**config.mk**
```make
export PLATFORM = sky130hd
export DESIGN_NAME = link_align_ctrl
export DESIGN_NICKNAME = d
export VERILOG_FILES = /design/src/rtl/link_align_ctrl.sv
export SDC_FILE = /design/constraint.sdc
export NUM_CORES = 1
export LEC_CHECK = 0
export CAP_MARGIN = 20
export CORE_UTILIZATION = 45
export DETAILED_ROUTE_END_ITERATION = 16
export PLACE_DENSITY = 0.67
export SYNTH_ARGS = -nofsm -noshare
export SYNTH_HDL_FRONTEND = slang
export SYNTH_SLANG_ARGS = --single-unit
export TNS_END_PERCENT = 20
```
**constraint.sdc**
```tcl
create_clock -name clk_156mhz -period 2.4 [get_ports clk_156mhz]
set_input_delay 0.36 -clock clk_156mhz [delete_from_list [all_inputs] [get_ports clk_156mhz]]
set_output_delay 0.36 -clock clk_156mhz [all_outputs]
set_load 0.1 [all_outputs]
```
**src/rtl/link_align_ctrl.sv**
```systemverilog
// Per-lane bring-up sequencer for the 64b/66b RX alignment path: holds the gearbox in reset,
// gates the aligner, qualifies frame lock and tracks link health and saturating statistics.
module link_align_ctrl #(
  parameter int RST_HOLD        = 16,
  parameter int MAX_SLIPS       = 66,
  parameter int LOCK_STABLE_CNT = 1024,
  parameter int BER_HOLD        = 4096
) (
  input  logic       clk_156mhz,
  input  logic       sys_reset,
  input  logic       opto_rdy,
  input  logic       slip,
  input  logic       frm_lock,
  input  logic       hi_ber,
  input  logic       clr_stats,
  output logic       channel_rdy,
  output logic       gb_reset,
  output logic       link_up,
  output logic [2:0] state,
  output logic [7:0] slip_cnt,
  output logic [7:0] drop_cnt
);

  typedef enum logic [2:0] {
    ST_RESET    = 3'd0,
    ST_WAIT_RDY = 3'd1,
    ST_SEARCH   = 3'd2,
    ST_VERIFY   = 3'd3,
    ST_UP       = 3'd4
  } state_t;

  localparam logic [15:0] HOLD_LAST   = 16'(RST_HOLD - 1);
  localparam logic [15:0] SLIP_LAST   = 16'(MAX_SLIPS - 1);
  localparam logic [15:0] STABLE_LAST = 16'(LOCK_STABLE_CNT - 1);
  localparam logic [15:0] BER_LAST    = 16'(BER_HOLD - 1);

  state_t      state_q, state_nxt;
  logic [15:0] hold_q, hold_nxt;
  logic [15:0] attempt_q, attempt_nxt;
  logic [15:0] stable_q, stable_nxt;
  logic [15:0] ber_q, ber_nxt;
  logic        slip_d;
  logic        slip_edge;
  logic        drop_evt;

  assign slip_edge = slip & ~slip_d;

  // NOTE: every variable gets a default before the case, so no path leaves one unassigned and no latch is inferred.
  always_comb begin
    state_nxt   = state_q;
    hold_nxt    = 16'd0;
    attempt_nxt = attempt_q;
    stable_nxt  = stable_q;
    ber_nxt     = 16'd0;
    case (state_q)
      ST_RESET: begin
        attempt_nxt = 16'd0;
        if (hold_q == HOLD_LAST) state_nxt = ST_WAIT_RDY;
        else                     hold_nxt  = hold_q + 16'd1;
      end
      ST_WAIT_RDY: begin
        if (opto_rdy) state_nxt = ST_SEARCH;
      end
      ST_SEARCH: begin
        // A slip seen in the same cycle as frame lock still counts toward the attempt budget.
        if (slip_edge) attempt_nxt = attempt_q + 16'd1;
        if (!opto_rdy) begin
          state_nxt = ST_WAIT_RDY;
        end else if (frm_lock) begin
          state_nxt  = ST_VERIFY;
          stable_nxt = 16'd0;
        end else if (slip_edge && attempt_q == SLIP_LAST) begin
          state_nxt = ST_RESET;
        end
      end
      ST_VERIFY: begin
        if (!opto_rdy) begin
          state_nxt = ST_WAIT_RDY;
        end else if (!frm_lock) begin
          state_nxt = ST_SEARCH;
        end else if (hi_ber) begin
          stable_nxt = 16'd0;
        end else if (stable_q == STABLE_LAST) begin
          state_nxt = ST_UP;
        end else begin
          stable_nxt = stable_q + 16'd1;
        end
      end
      ST_UP: begin
        if (hi_ber) ber_nxt = ber_q + 16'd1;
        if (!opto_rdy) begin
          state_nxt = ST_WAIT_RDY;
        end else if (hi_ber && ber_q == BER_LAST) begin
          state_nxt = ST_RESET;
        end else if (!frm_lock) begin
          state_nxt   = ST_SEARCH;
          attempt_nxt = 16'd0;
        end
      end
      default: state_nxt = ST_RESET;
    endcase
  end

  assign drop_evt = (state_q == ST_UP) && (state_nxt != ST_UP);

  // NOTE: sequential state uses non-blocking assignments so every register samples pre-edge values.
  always_ff @(posedge clk_156mhz) begin
    if (sys_reset) begin
      state_q   <= ST_RESET;
      hold_q    <= 16'd0;
      attempt_q <= 16'd0;
      stable_q  <= 16'd0;
      ber_q     <= 16'd0;
      slip_d    <= 1'b0;
      slip_cnt  <= 8'd0;
      drop_cnt  <= 8'd0;
    end else begin
      state_q   <= state_nxt;
      hold_q    <= hold_nxt;
      attempt_q <= attempt_nxt;
      stable_q  <= stable_nxt;
      ber_q     <= ber_nxt;
      slip_d    <= slip;
      if (clr_stats)                         slip_cnt <= 8'd0;
      else if (slip_edge && slip_cnt != 8'hFF) slip_cnt <= slip_cnt + 8'd1;
      if (clr_stats)                         drop_cnt <= 8'd0;
      else if (drop_evt && drop_cnt != 8'hFF)  drop_cnt <= drop_cnt + 8'd1;
    end
  end

  // Outputs decode the state register only; illegal encodings drive everything inactive.
  assign state       = state_q;
  assign gb_reset    = (state_q == ST_RESET);
  assign channel_rdy = (state_q == ST_SEARCH) || (state_q == ST_VERIFY) || (state_q == ST_UP);
  assign link_up     = (state_q == ST_UP);

endmodule

```
==> parameters.txt, run 1 <==
Parameter                              Value

Clock tree
  Clock latency at the later pin of the worst-skew pair ... approximately 0.36 ns
  Post-CTS setup-driven buffer insertion count ... 0
  Clock buffer depth ... 2
  TritonCTS clock tree ... built
  Number of cells upsized or downsized after cts ... 0
  Number of buffers inserted for hold repair after clock tree synthesis ... 0
  CTS root buf ... sky130_fd_sc_hd__clkbuf_8
  # clock sinks ... 84
  Clock input transition at the sequential cells of the worst setup and hold paths ... 0.08 ns
  CTS H-tree depth ... 3
  Total clock buffers created by CTS ... 9

Synth
  Main combinational cell family by area after synthesis ... simple AND/OR/NAND/NOR gates
  Distinct cells, synth ... 61
  Synth async-reset ratio ... 0
  Synthesized instance count ... a little over 500
  Biggest area consumer among synthesized cells ... sky130_fd_sc_hd__dfxtp_1
  Synth top area share ... 0.391
  Top cells by area, synth ... sky130_fd_sc_hd__dfxtp_1 39%, sky130_fd_sc_hd__nor2_1 5.2%, sky130_fd_sc_hd__nand3_1 4.5%
  Synth Area per Inst ... approximately 8.5 sq um
  Sequential fraction of the synthesis area ... 0.391
  Number of enable-type register cells in the synthesized netlist ... 0
  Xor and xnor area share after synthesis ... 0.0714
  Cell Area, Synth ... ~0.0043 sq mm
  Synthesized-area fraction occupied by adder cells ... 0.0204
  Most used flip-flop cell after synthesis ... sky130_fd_sc_hd__dfxtp_1
  Mux cell area share after synthesis ... 0.0119
  Number of synthesized register bits ... 84
  Post-synthesis compound-gate area fraction ... 0.158
  Cell with the most instances after synthesis ... sky130_fd_sc_hd__dfxtp_1
  Warning count from the yosys run ... 0
  Simple-Gate Fraction of Synth Area ... 0.314
  Most numerous cell types in the synthesized netlist ... 84 x sky130_fd_sc_hd__dfxtp_1, 60 x sky130_fd_sc_hd__nor2_1, 39 x sky130_fd_sc_hd__nand3_1
  Synthesized net count ... approximately 520

Die
  Boundary Pins ... 29
  Row count ... 35
  Die Footprint ... between 0.009 and 0.01 sq mm
  Die boundary width ... about 100 um
  Die span in y ... approximately 100 um
  Effective utilization at floorplan ... 0.465
  Area of the core ... roughly 0.0092 sq mm

Timing
  Final slew viol count ... 0
  Final setup skew ... between 0.01 and 0.015 ns
  Unrepaired setup endpoints after global routing ... no
  Hold Fails Final Rpt ... 0
  Post-layout min period ... ~2.3 ns
  Worst slew margin relative to its limit ... 0.546
  Final setup violating endpoints ... 0
  Worst Max-Slew Pin Slew ... 0.676 ns
  Period Utilization, post-route ... 0.958
  Highest achievable clock rate ... ~440 MHz

Setup path
  Type of the worst setup path ... in -> reg
  Critical-path maximum fanout ... 5
  Worst flop-to-flop path startpoint ... state[2]$_SDFF_PP0_
  Endpoint of the worst register-to-register path ... attempt_q[6]$_SDFFE_PP0P_
  Required time at the endpoint of the critical path ... between 2 and 3 ns
  Critical path capture point ... attempt_q[6]$_SDFFE_PP0P_
  Worst Reg-to-Reg Cells ... 6
  Crit. End Element ... flip-flop
  Data arrival time of the critical path ... 2.58 ns
  Critical path launch point ... slip
  Slack of the worst reg-to-reg path ... approximately 0.18 ns
  Critical path startpoint category ... primary input

Flow run
  # Max-Cap Violations ... 0

Cells and area
  Utilization after layout ... 0.545
  Register cell area after layout ... 0.00169 sq mm
  Area used by multi-input combinational logic ... 0.00248 sq mm
  Fraction of final layout cells sized beyond drive strength 1 ... 0.165
  Filler Cell Count ... between 800 and 900
  Diodes inserted ... 0
  Syn-to-layout area delta ... 17.2%
  Final Non-Filler Cells ... slightly below 700
  Final cell area excluding filler cells ... a little over 0.005 sq mm
  Net count of the finished layout ... about 570

Power and ir drop
  Worst vdd rail ir drop ... 0.359 mV
  Overall power consumption ... between 2 and 2.5 mW
  Power per Cell Area ... 486 mW/mm^2
  Leak pwr ... between 1.5 and 2 nW

Global route
  Antenna violations before repair ... 0
  Maximum number of pins on one net before global-route repair ... 17
  Via count of the first global-routing pass ... roughly 3600
  Total global routing overflow ... 0
  First-pass GRT wire length ... 16.4 mm
  Aggregate global-route resource usage ... 0.205

Route
  DRC marker count from the first detailed-route iteration ... ~210
  Number of search-and-repair iterations in the first detailed-routing pass ... 5
  Antenna violation net count after detailed routing ... 0
  Count of vias placed by the detailed router ... between 3000 and 4000
  DRC ... 0
  Drt wl/cell ... 14.1 um
  Wirelength, routed ... slightly below 10 mm
  Via density per instance ... roughly 5.7

Place
  HPWL reported at the end of detailed placement ... between 6 and 7 mm
  Number of buffer cells added on primary ports ... 28
  Routability congestion estimate ... approximately 0.82
  Post-Place Cell Area ... between 0.004 and 0.005 sq mm
  Placed Instances ... ~670

Worst hold path
  Class of the tightest hold or removal check ... reg -> reg

Run status
  Outcome ... complete, no violations
## critical path, cell delays in order
cell	delay [ns]
sky130_fd_sc_hd__clkdlybuf4s50_1	0.50
sky130_fd_sc_hd__or3b_4	0.39
sky130_fd_sc_hd__a221oi_4	0.36
sky130_fd_sc_hd__o31ai_4	0.15
sky130_fd_sc_hd__buf_4	0.18
sky130_fd_sc_hd__or4_1	0.49
sky130_fd_sc_hd__a21oi_1	0.15
## layer usage
metal	GRT usage	vias up	wire length [um]
li1	-	1954	-
met3	0.0527	11	512
met4	0.0690	0	149
met5	0	-	0
met1	0.256	1847	4480
met2	0.343	99	4570
## kinds of logic (layout without fill, tap and decap cells)
logic type / after synthesis / in the layout
flops: 84 / 84
buf+inv: 30 / 85
simple gates: 243 / 243
xor+xnor: 35 / 35
compound gates: 100 / 100
fa+ha+maj: 7 / 7
mux: 5 / 5
## how the worst min path moves through the flow
stage	startpoint	end	slack [ns]	cells after the start
finish	ber_q[0]$_SDFF_PP0_	ber_q[0]$_SDFF_PP0_	0.47	1
global placement	ber_q[0]$_SDFF_PP0_	ber_q[0]$_SDFF_PP0_	0.44	1
detailed placement	ber_q[0]$_SDFF_PP0_	ber_q[0]$_SDFF_PP0_	0.45	1
global route	ber_q[0]$_SDFF_PP0_	ber_q[0]$_SDFF_PP0_	0.49	1
CTS	ber_q[0]$_SDFF_PP0_	ber_q[0]$_SDFF_PP0_	0.47	1
floorplan	ber_q[0]$_SDFF_PP0_	ber_q[0]$_SDFF_PP0_	0.43	1
## flip-flops by register name, indices dropped and copies added (netlist names)
name and count:
drop_cnt 8, state 3, slip_cnt 8, attempt_q 16, ber_q 16, hold_q 16
slip_d 1, stable_q 16
## cell usage in the layout, fill, tap and decap left out, types with 3 or more instances in the layout
cell type / count
sky130_fd_sc_hd__nand2b_1: 5
sky130_fd_sc_hd__nand2_1: 36
sky130_fd_sc_hd__ha_1: 7
sky130_fd_sc_hd__or2_2: 4
sky130_fd_sc_hd__a2111o_1: 3
sky130_fd_sc_hd__xnor2_1: 15
sky130_fd_sc_hd__nor4_1: 5
sky130_fd_sc_hd__and4_1: 9
sky130_fd_sc_hd__nor2b_1: 5
sky130_fd_sc_hd__nor3_1: 7
sky130_fd_sc_hd__or3_1: 13
sky130_fd_sc_hd__o21ai_0: 18
sky130_fd_sc_hd__nand4b_1: 5
sky130_fd_sc_hd__and2_1: 7
sky130_fd_sc_hd__a21oi_1: 36
sky130_fd_sc_hd__o31ai_1: 13
sky130_fd_sc_hd__dfxtp_1: 81
sky130_fd_sc_hd__and3_1: 7
sky130_fd_sc_hd__clkdlybuf4s50_1: 6
sky130_fd_sc_hd__buf_4: 48
sky130_fd_sc_hd__nand3_1: 39
sky130_fd_sc_hd__inv_1: 12
sky130_fd_sc_hd__clkbuf_8: 11
sky130_fd_sc_hd__or4_1: 14
sky130_fd_sc_hd__mux2i_1: 4
sky130_fd_sc_hd__clkinvlp_4: 4
sky130_fd_sc_hd__nand4_1: 10
sky130_fd_sc_hd__xor2_1: 20
sky130_fd_sc_hd__nor2_1: 60
sky130_fd_sc_hd__o41ai_1: 5
## cell type report
class,instances,area share
clock inverters,5,0.00721
multi-input cells,390,0.493
well taps,129,0.0321
flip-flops and latches,84,0.335
inverters,13,0.0104
clock buffers,11,0.0301
repair buffers,56,0.0915
## metrics by stage
| stage | setup slack (ns) | hold slack (ns) | setup TNS, ns |
|---|---|---|---|
| after floorplan | -0.0868 | 0.425 | -0.830 |
| after global placement | -0.138 | 0.436 | -1.04 |
| final | 0.102 | 0.469 | 0 |
| after detailed placement | -0.183 | 0.451 | -1.35 |
| after CTS | 0.0684 | 0.471 | 0 |
| after global routing | 0.0167 | 0.489 | 0 |
## report_power, final
| group | total, mW | switching, mW | leakage, nW | internal (mW) |
|---|---|---|---|---|
| clock | 0.960 | 0.528 | 0.0876 | 0.432 |
| combinational | 0.0840 | 0.0520 | 0.945 | 0.0319 |
| sequential | 1.40 | 0.00602 | 0.679 | 1.40 |
| total | 2.45 | 0.586 | 1.71 | 1.86 |
Power figures use the tool's default switching activity.
==> run 2, diff against run 1 <==
--- a/config.mk
+++ b/config.mk
@@ -8,7 +8,8 @@
 export CAP_MARGIN = 20
 export CORE_UTILIZATION = 45
 export DETAILED_ROUTE_END_ITERATION = 16
-export PLACE_DENSITY = 0.67
+export DONT_BUFFER_PORTS = 1
+export PLACE_DENSITY = 0.63
 export SYNTH_ARGS = -nofsm -noshare
 export SYNTH_HDL_FRONTEND = slang
 export SYNTH_SLANG_ARGS = --single-unit
==> run 2 against run 1 <==
Compared with the run above: fmax is 2.4% higher; power rose by 2.8%; final area down 3.2%; sequential power about the same; die area did not move; largest power group unchanged; sequential share of layout area up 1.1 points; non-clock buffer count is 18 lower; wire length down 0.35%; hold slack got worse by 0.40 ns; highest routed layer unchanged; clock skew shrank 0.0029 ns; via count shrank 3.1%.
==> parameters.txt, run 2 (same netlist as run 1, synthesis figures left out) <==
Parameter                              Value

Clock tree
  # clock sinks ... 84 (unchanged)
  Clock input transition at the sequential cells of the worst setup and hold paths ... 0.09 ns (about the same)
  Clock buffer depth ... 2 (unchanged)
  Number of cells upsized or downsized after cts ... 0 (unchanged)
  TritonCTS clock tree ... built
  Post-CTS setup-driven buffer insertion count ... 0 (unchanged)
  Total clock buffers created by CTS ... 9 (unchanged)
  Number of buffers inserted for hold repair after clock tree synthesis ... 0 (unchanged)
  CTS root buf ... sky130_fd_sc_hd__clkbuf_8
  Clock latency at the later pin of the worst-skew pair ... 0.35 ns (about the same)
  CTS H-tree depth ... 3 (unchanged)

Route
  Via density per instance ... 5.66 (-0.39%)
  DRC marker count from the first detailed-route iteration ... 195 (-8.5%)
  Drt wl/cell ... 14.5 um (+2.5%)
  Antenna violation net count after detailed routing ... 0 (unchanged)
  DRC ... 0 (unchanged)
  Count of vias placed by the detailed router ... 3788 (-3.1%)
  Number of search-and-repair iterations in the first detailed-routing pass ... 4 (-1)
  Wirelength, routed ... 9.68 mm (-0.35%)

Timing
  Worst slew margin relative to its limit ... 0.386 (-0.160)
  Hold Fails Final Rpt ... 0 (unchanged)
  Final slew viol count ... 0 (unchanged)
  Highest achievable clock rate ... 445 MHz (+2.4%)
  Final setup violating endpoints ... 0 (unchanged)
  Worst Max-Slew Pin Slew ... 0.913 ns (+0.237 ns)
  Unrepaired setup endpoints after global routing ... no
  Post-layout min period ... 2.25 ns (-0.0532 ns)
  Period Utilization, post-route ... 0.935 (-0.0222)
  Post-route worst hold slack ... 0.0645 ns (-0.405 ns)
  Final setup skew ... 0.0104 ns (-0.00290 ns)

Global route
  Maximum number of pins on one net before global-route repair ... 17 (unchanged)
  Via count of the first global-routing pass ... 3605 (-0.69%)
  Antenna violations before repair ... 0 (unchanged)
  Total global routing overflow ... 0 (unchanged)
  Aggregate global-route resource usage ... 0.208 (+0.00355)
  First-pass GRT wire length ... 16.8 mm (+2.1%)

Worst hold path
  Class of the tightest hold or removal check ... in -> reg
  Number of cells traversed by the worst hold path ... 1 (unchanged)
  Startpoint of the most critical hold path ... sys_reset

Setup path
  Worst flop-to-flop path startpoint ... state[2]$_SDFF_PP0_
  Worst Reg-to-Reg Cells ... 6 (unchanged)
  Required time at the endpoint of the critical path ... 2.69 ns (about the same)
  Master of the slowest instance on the critical path ... sky130_fd_sc_hd__or4_1
  Critical path startpoint category ... flip-flop
  Ordered list of cells on the worst path ... or3b_4 -> a221oi_4 -> o31ai_4 -> buf_4 -> or4_1 -> a21oi_1
  Crit. End Element ... flip-flop
  Critical-path maximum fanout ... 9 (+4)
  Data arrival time of the critical path ... 2.53 ns (-0.05 ns)
  Critical Path Max Stage Delay ... 0.49 ns (about the same)
  Critical path launch point ... state[2]$_SDFF_PP0_
  Type of the worst setup path ... reg -> reg

Flow run
  # Max-Cap Violations ... 0 (unchanged)

Cells and area
  Utilization after layout ... 0.527 (-0.0176)
  Fraction of final layout cells sized beyond drive strength 1 ... 0.144 (-0.0201)
  Net count of the finished layout ... 550 (-3.2%)
  Most used cells in the layout excluding fill and tap cells ... 81 x sky130_fd_sc_hd__dfxtp_1, 60 x sky130_fd_sc_hd__nor2_1, 39 x sky130_fd_sc_hd__nand3_1, 38 x sky130_fd_sc_hd__buf_4
  Most common cell after layout, fill and taps aside ... sky130_fd_sc_hd__dfxtp_1
  Diodes inserted ... 0 (unchanged)
  Syn-to-layout area delta ... 13.4%
  Final Non-Filler Cells ... 669 (-2.8%)
  Filler Cell Count ... 881 (+5.4%)

Die
  Row count ... 35 (unchanged)
  Boundary Pins ... 29 (unchanged)
  Die Footprint ... 0.00994 sq mm (unchanged)
  Effective utilization at floorplan ... 0.465 (unchanged)
  Die boundary width ... 99.7 um (unchanged)
  Die span in y ... 99.7 um (unchanged)
  Area of the core ... 0.00924 sq mm (unchanged)

Place
  HPWL reported at the end of detailed placement ... 6.95 mm (-0.75%)
  Number of buffer cells added on primary ports ... 0 (-100%)
  Placed Instances ... 652 (-2.8%)
  Routability congestion estimate ... 0.801 (-2.5%)

Power and ir drop
  Worst vdd rail ir drop ... 0.253 mV (-29%)
  Power per Cell Area ... 517 mW/mm^2 (+6.2%)
  Leak pwr ... 1.64 nW (-4.4%)

Run status
  Outcome ... complete, no violations
[run 2: per-layer routing]
layer	share of wire	track usage	vias to the layer above
li1	-	-	1904
met1	0.48	0.272	1793
met2	0.46	0.331	77
met3	0.052	0.0562	14
met4	0.016	0.0747	0
met5	0	0	-
[run 2: cell type report]
cell class | instances | area, sq um | share of cell area
tap | 129 | 161 | 0.0331
sequential | 84 | 1690 | 0.347
timing repair buffer | 38 | 285 | 0.0586
multi-input combinational | 390 | 2480 | 0.510
inverter | 13 | 52.6 | 0.0108
clock inverter | 4 | 47.5 | 0.00976
clock buffer | 11 | 153 | 0.0313
[run 2: path summary, 6_finish.rpt]
kind,end,slack (ns)
worst max register to register,attempt_q[5]$_SDFFE_PP0P_,0.15
worst min-delay path,stable_q[1]$_SDFFE_PP0P_,0.06
worst min register to register,ber_q[0]$_SDFF_PP0_,0.46
worst max-delay path,attempt_q[5]$_SDFFE_PP0P_,0.15
[run 2: worst max-delay path, delay by kind of cell (launching register included)]
kind | cells | cell delay, ns
AOI/OAI and AO/OA | 3 | 0.71
buffers and inverters | 1 | 0.18
DFF | 1 | 0.39
and+or+nand+nor | 2 | 0.90
[run 2: per-stage QoR]
stage | instance area (sq um) | setup WS, ns | setup TNS, ns | total power [mW]
2_1_floorplan | 4320 | -0.0868 | -0.830 | 1.48
3_3_place_gp | 4660 | 0.181 | 0 | 1.50
3_5_place_dp | 4660 | 0.0986 | 0 | 1.50
4_1_cts | 4860 | 0.0806 | 0 | 2.54
5_1_grt | 4870 | 0.0404 | 0 | 2.62
6_report | 4870 | 0.155 | 0 | 2.52
[run 2: power by group]
part,total [mW],internal (mW),leakage [nW],switching [mW]
logic,0.0624,0.0207,0.858,0.0416
registers,1.40,1.40,0.679,0.00486
clock network,1.05,0.536,0.100,0.516
total,2.52,1.95,1.64,0.562
==> run 3, diff against run 2 <==
--- a/config.mk
+++ b/config.mk
@@ -6,9 +6,11 @@
 export NUM_CORES = 1
 export LEC_CHECK = 0
 export CAP_MARGIN = 20
+export CORE_MARGIN = 2
 export CORE_UTILIZATION = 45
 export DETAILED_ROUTE_END_ITERATION = 16
 export DONT_BUFFER_PORTS = 1
+export HOLD_SLACK_MARGIN = 0.02
 export PLACE_DENSITY = 0.63
 export SYNTH_ARGS = -nofsm -noshare
 export SYNTH_HDL_FRONTEND = slang
==> run 3 against run 2 <==
Compared with the run above: utilization shrank 0.24 points; highest routed layer unchanged; via count shrank 0.82%; critical endpoint is now attempt_q[8]$_SDFFE_PP0P_; hold slack lost 0.0084 ns; clock power shrank 11%; non-clock buffer count shrank 1; fmax grew 3.6%.
==> parameters.txt, run 3 (same netlist as run 1, synthesis figures left out) <==
Parameter                              Value

Run status
  Outcome ... complete, no violations

Cells and area
  Filler Cell Count ... 878 (-0.34%)
  Most used cells in the layout excluding fill and tap cells ... 81 x sky130_fd_sc_hd__dfxtp_1, 60 x sky130_fd_sc_hd__nor2_1, 39 x sky130_fd_sc_hd__nand3_1
  Syn-to-layout area delta ... 12.9%
  Diodes inserted ... 0 (unchanged)
  Final Non-Filler Cells ... 668 (-0.15%)
  Fraction of final layout cells sized beyond drive strength 1 ... 0.145 (+0.000268)
  Utilization after layout ... 0.525 (-0.00244)
  Most common cell after layout, fill and taps aside ... sky130_fd_sc_hd__dfxtp_1
  Final cell area excluding filler cells ... 0.00485 sq mm (-0.46%)
  Net count of the finished layout ... 549 (-0.18%)

Route
  Antenna violation net count after detailed routing ... 0 (unchanged)
  Wirelength, routed ... 9.75 mm (+0.75%)
  DRC ... 0 (unchanged)
  DRC marker count from the first detailed-route iteration ... 166 (-15%)
  Count of vias placed by the detailed router ... 3757 (-0.82%)
  Drt wl/cell ... 14.6 um (+0.91%)
  Number of search-and-repair iterations in the first detailed-routing pass ... 4 (unchanged)
  Via density per instance ... 5.62 (-0.67%)

Die
  Area of the core ... 0.00924 sq mm (unchanged)
  Boundary Pins ... 29 (unchanged)
  Row count ... 35 (unchanged)
  Die boundary width ... 102 um (+2.0%)
  Die span in y ... 102 um (+2.0%)
  Effective utilization at floorplan ... 0.465 (unchanged)
  Die Footprint ... 0.0103 sq mm (+4.1%)

Place
  Post-Place Cell Area ... 0.00464 sq mm (-0.32%)
  Number of buffer cells added on primary ports ... 0 (unchanged)
  HPWL reported at the end of detailed placement ... 6.99 mm (+0.59%)
  Placed Instances ... 650 (-0.31%)
  Routability congestion estimate ... 0.880 (+9.9%)

Global route
  Antenna violations before repair ... 0 (unchanged)
  Total global routing overflow ... 0 (unchanged)
  Aggregate global-route resource usage ... 0.201 (-0.00714)
  Maximum number of pins on one net before global-route repair ... 17 (unchanged)
  Via count of the first global-routing pass ... 3512 (-2.6%)
  First-pass GRT wire length ... 16.6 mm (-1.0%)

Clock tree
  Clock input transition at the sequential cells of the worst setup and hold paths ... 0.09 ns (about the same)
  Total clock buffers created by CTS ... 9 (unchanged)
  Clock buffer depth ... 2 (unchanged)
  CTS H-tree depth ... 3 (unchanged)
  TritonCTS clock tree ... built
  # clock sinks ... 84 (unchanged)
  Clock latency at the later pin of the worst-skew pair ... 0.37 ns (+0.02 ns)
  CTS root buf ... sky130_fd_sc_hd__clkbuf_8

Timing
  Hold Fails Final Rpt ... 0 (unchanged)
  Highest achievable clock rate ... 461 MHz (+3.6%)
  Worst slew margin relative to its limit ... 0.562 (+0.176)
  Unrepaired setup endpoints after global routing ... no
  Final setup violating endpoints ... 0 (unchanged)
  Period Utilization, post-route ... 0.903 (-0.0326)
  Worst Max-Slew Pin Slew ... 0.652 ns (-0.261 ns)
  Post-layout min period ... 2.17 ns (-0.0782 ns)
  Post-route worst hold slack ... 0.0561 ns (-0.00843 ns)
  Final setup skew ... 0.00820 ns (-0.00223 ns)
  Final slew viol count ... 0 (unchanged)

Setup path
  Required time at the endpoint of the critical path ... 2.66 ns (-0.03 ns)
  Data arrival time of the critical path ... 2.43 ns (-0.10 ns)
  Critical-path maximum fanout ... 9 (unchanged)
  Critical path startpoint category ... flip-flop
  Crit. End Element ... flip-flop
  Type of the worst setup path ... reg -> reg

Worst hold path
  Class of the tightest hold or removal check ... in -> reg

Flow run
  # Max-Cap Violations ... 0 (unchanged)

Power and ir drop
  Worst vdd rail ir drop ... 0.366 mV (+45%)
  Leak pwr ... 1.61 nW (-1.4%)
  Power per Cell Area ... 494 mW/mm^2 (-4.3%)
## run 3: changes by cell type in the layout (fill, tap and decap cells not counted), moves of 2 or more
| cell | previous run | this run |
|---|---|---|
| sky130_fd_sc_hd__clkinv_2 | 2 | 0 |
| sky130_fd_sc_hd__clkinvlp_4 | 2 | 4 |
| sky130_fd_sc_hd__buf_4 | 38 | 36 |
| sky130_fd_sc_hd__inv_6 | 0 | 2 |
## run 3: what timing repair did
action | 4_1_cts | 5_1_grt
setup endpoints to repair | 0 | 14
buffers inserted | 0 | 3
hold buffers | 0 | 0
gates resized for setup | 0 | 0
## run 3: worst paths after layout
kind,cells after the start,slack [ns],from,endpoint
setup reg to reg,7,0.23,state[2]$_SDFF_PP0_,attempt_q[8]$_SDFFE_PP0P_
hold reg to reg,1,0.46,hold_q[0]$_SDFF_PP0_,hold_q[0]$_SDFF_PP0_
hold / removal,1,0.06,sys_reset,stable_q[1]$_SDFFE_PP0P_
setup / recovery,7,0.23,state[2]$_SDFF_PP0_,attempt_q[8]$_SDFFE_PP0P_
## run 3: layout make-up
type / count / area (sq um) / share of cell area
clock buffers: 9 / 124 / 0.0255
clock inverters: 6 / 48.8 / 0.0101
inverters: 13 / 52.6 / 0.0108
multi-input cells: 390 / 2480 / 0.512
flip-flops and latches: 84 / 1690 / 0.348
well taps: 129 / 161 / 0.0333
repair buffers: 37 / 290 / 0.0599
## run 3: where the power goes
group          leakage (nW)  switching [mW]  internal, mW
Sequential            0.679         0.00477          1.40
Combinational         0.856          0.0415        0.0209
Clock                0.0783           0.553         0.379
Total                  1.61           0.600          1.80
## run 3: worst max-delay path, cell delays in order, from the launching register on
cell and delay [ns]:
sky130_fd_sc_hd__dfxtp_4 0.37, sky130_fd_sc_hd__or3b_4 0.40, sky130_fd_sc_hd__a221oi_4 0.37, sky130_fd_sc_hd__o31ai_4 0.14, sky130_fd_sc_hd__buf_12 0.16, sky130_fd_sc_hd__buf_4 0.13, sky130_fd_sc_hd__o31a_1 0.28, sky130_fd_sc_hd__o21ba_2 0.20
## run 3: layer usage
| metal | global-route usage | up-vias | wire length, um |
|---|---|---|---|
| met5 | 0 | - | 0 |
| met4 | 0.0644 | 0 | 106 |
| met3 | 0.0669 | 9 | 583 |
| met2 | 0.321 | 68 | 4480 |
| met1 | 0.257 | 1782 | 4580 |
| li1 | - | 1898 | - |
## run 3: metrics by stage
step           setup WS, ns  setup TNS, ns  total power [mW]
6_report              0.233              0              2.40
5_1_grt               0.106              0              2.48
4_1_cts              0.0894              0              2.43
3_5_place_dp          0.106              0              1.50
3_3_place_gp          0.168              0              1.50
2_1_floorplan       -0.0868         -0.830              1.48
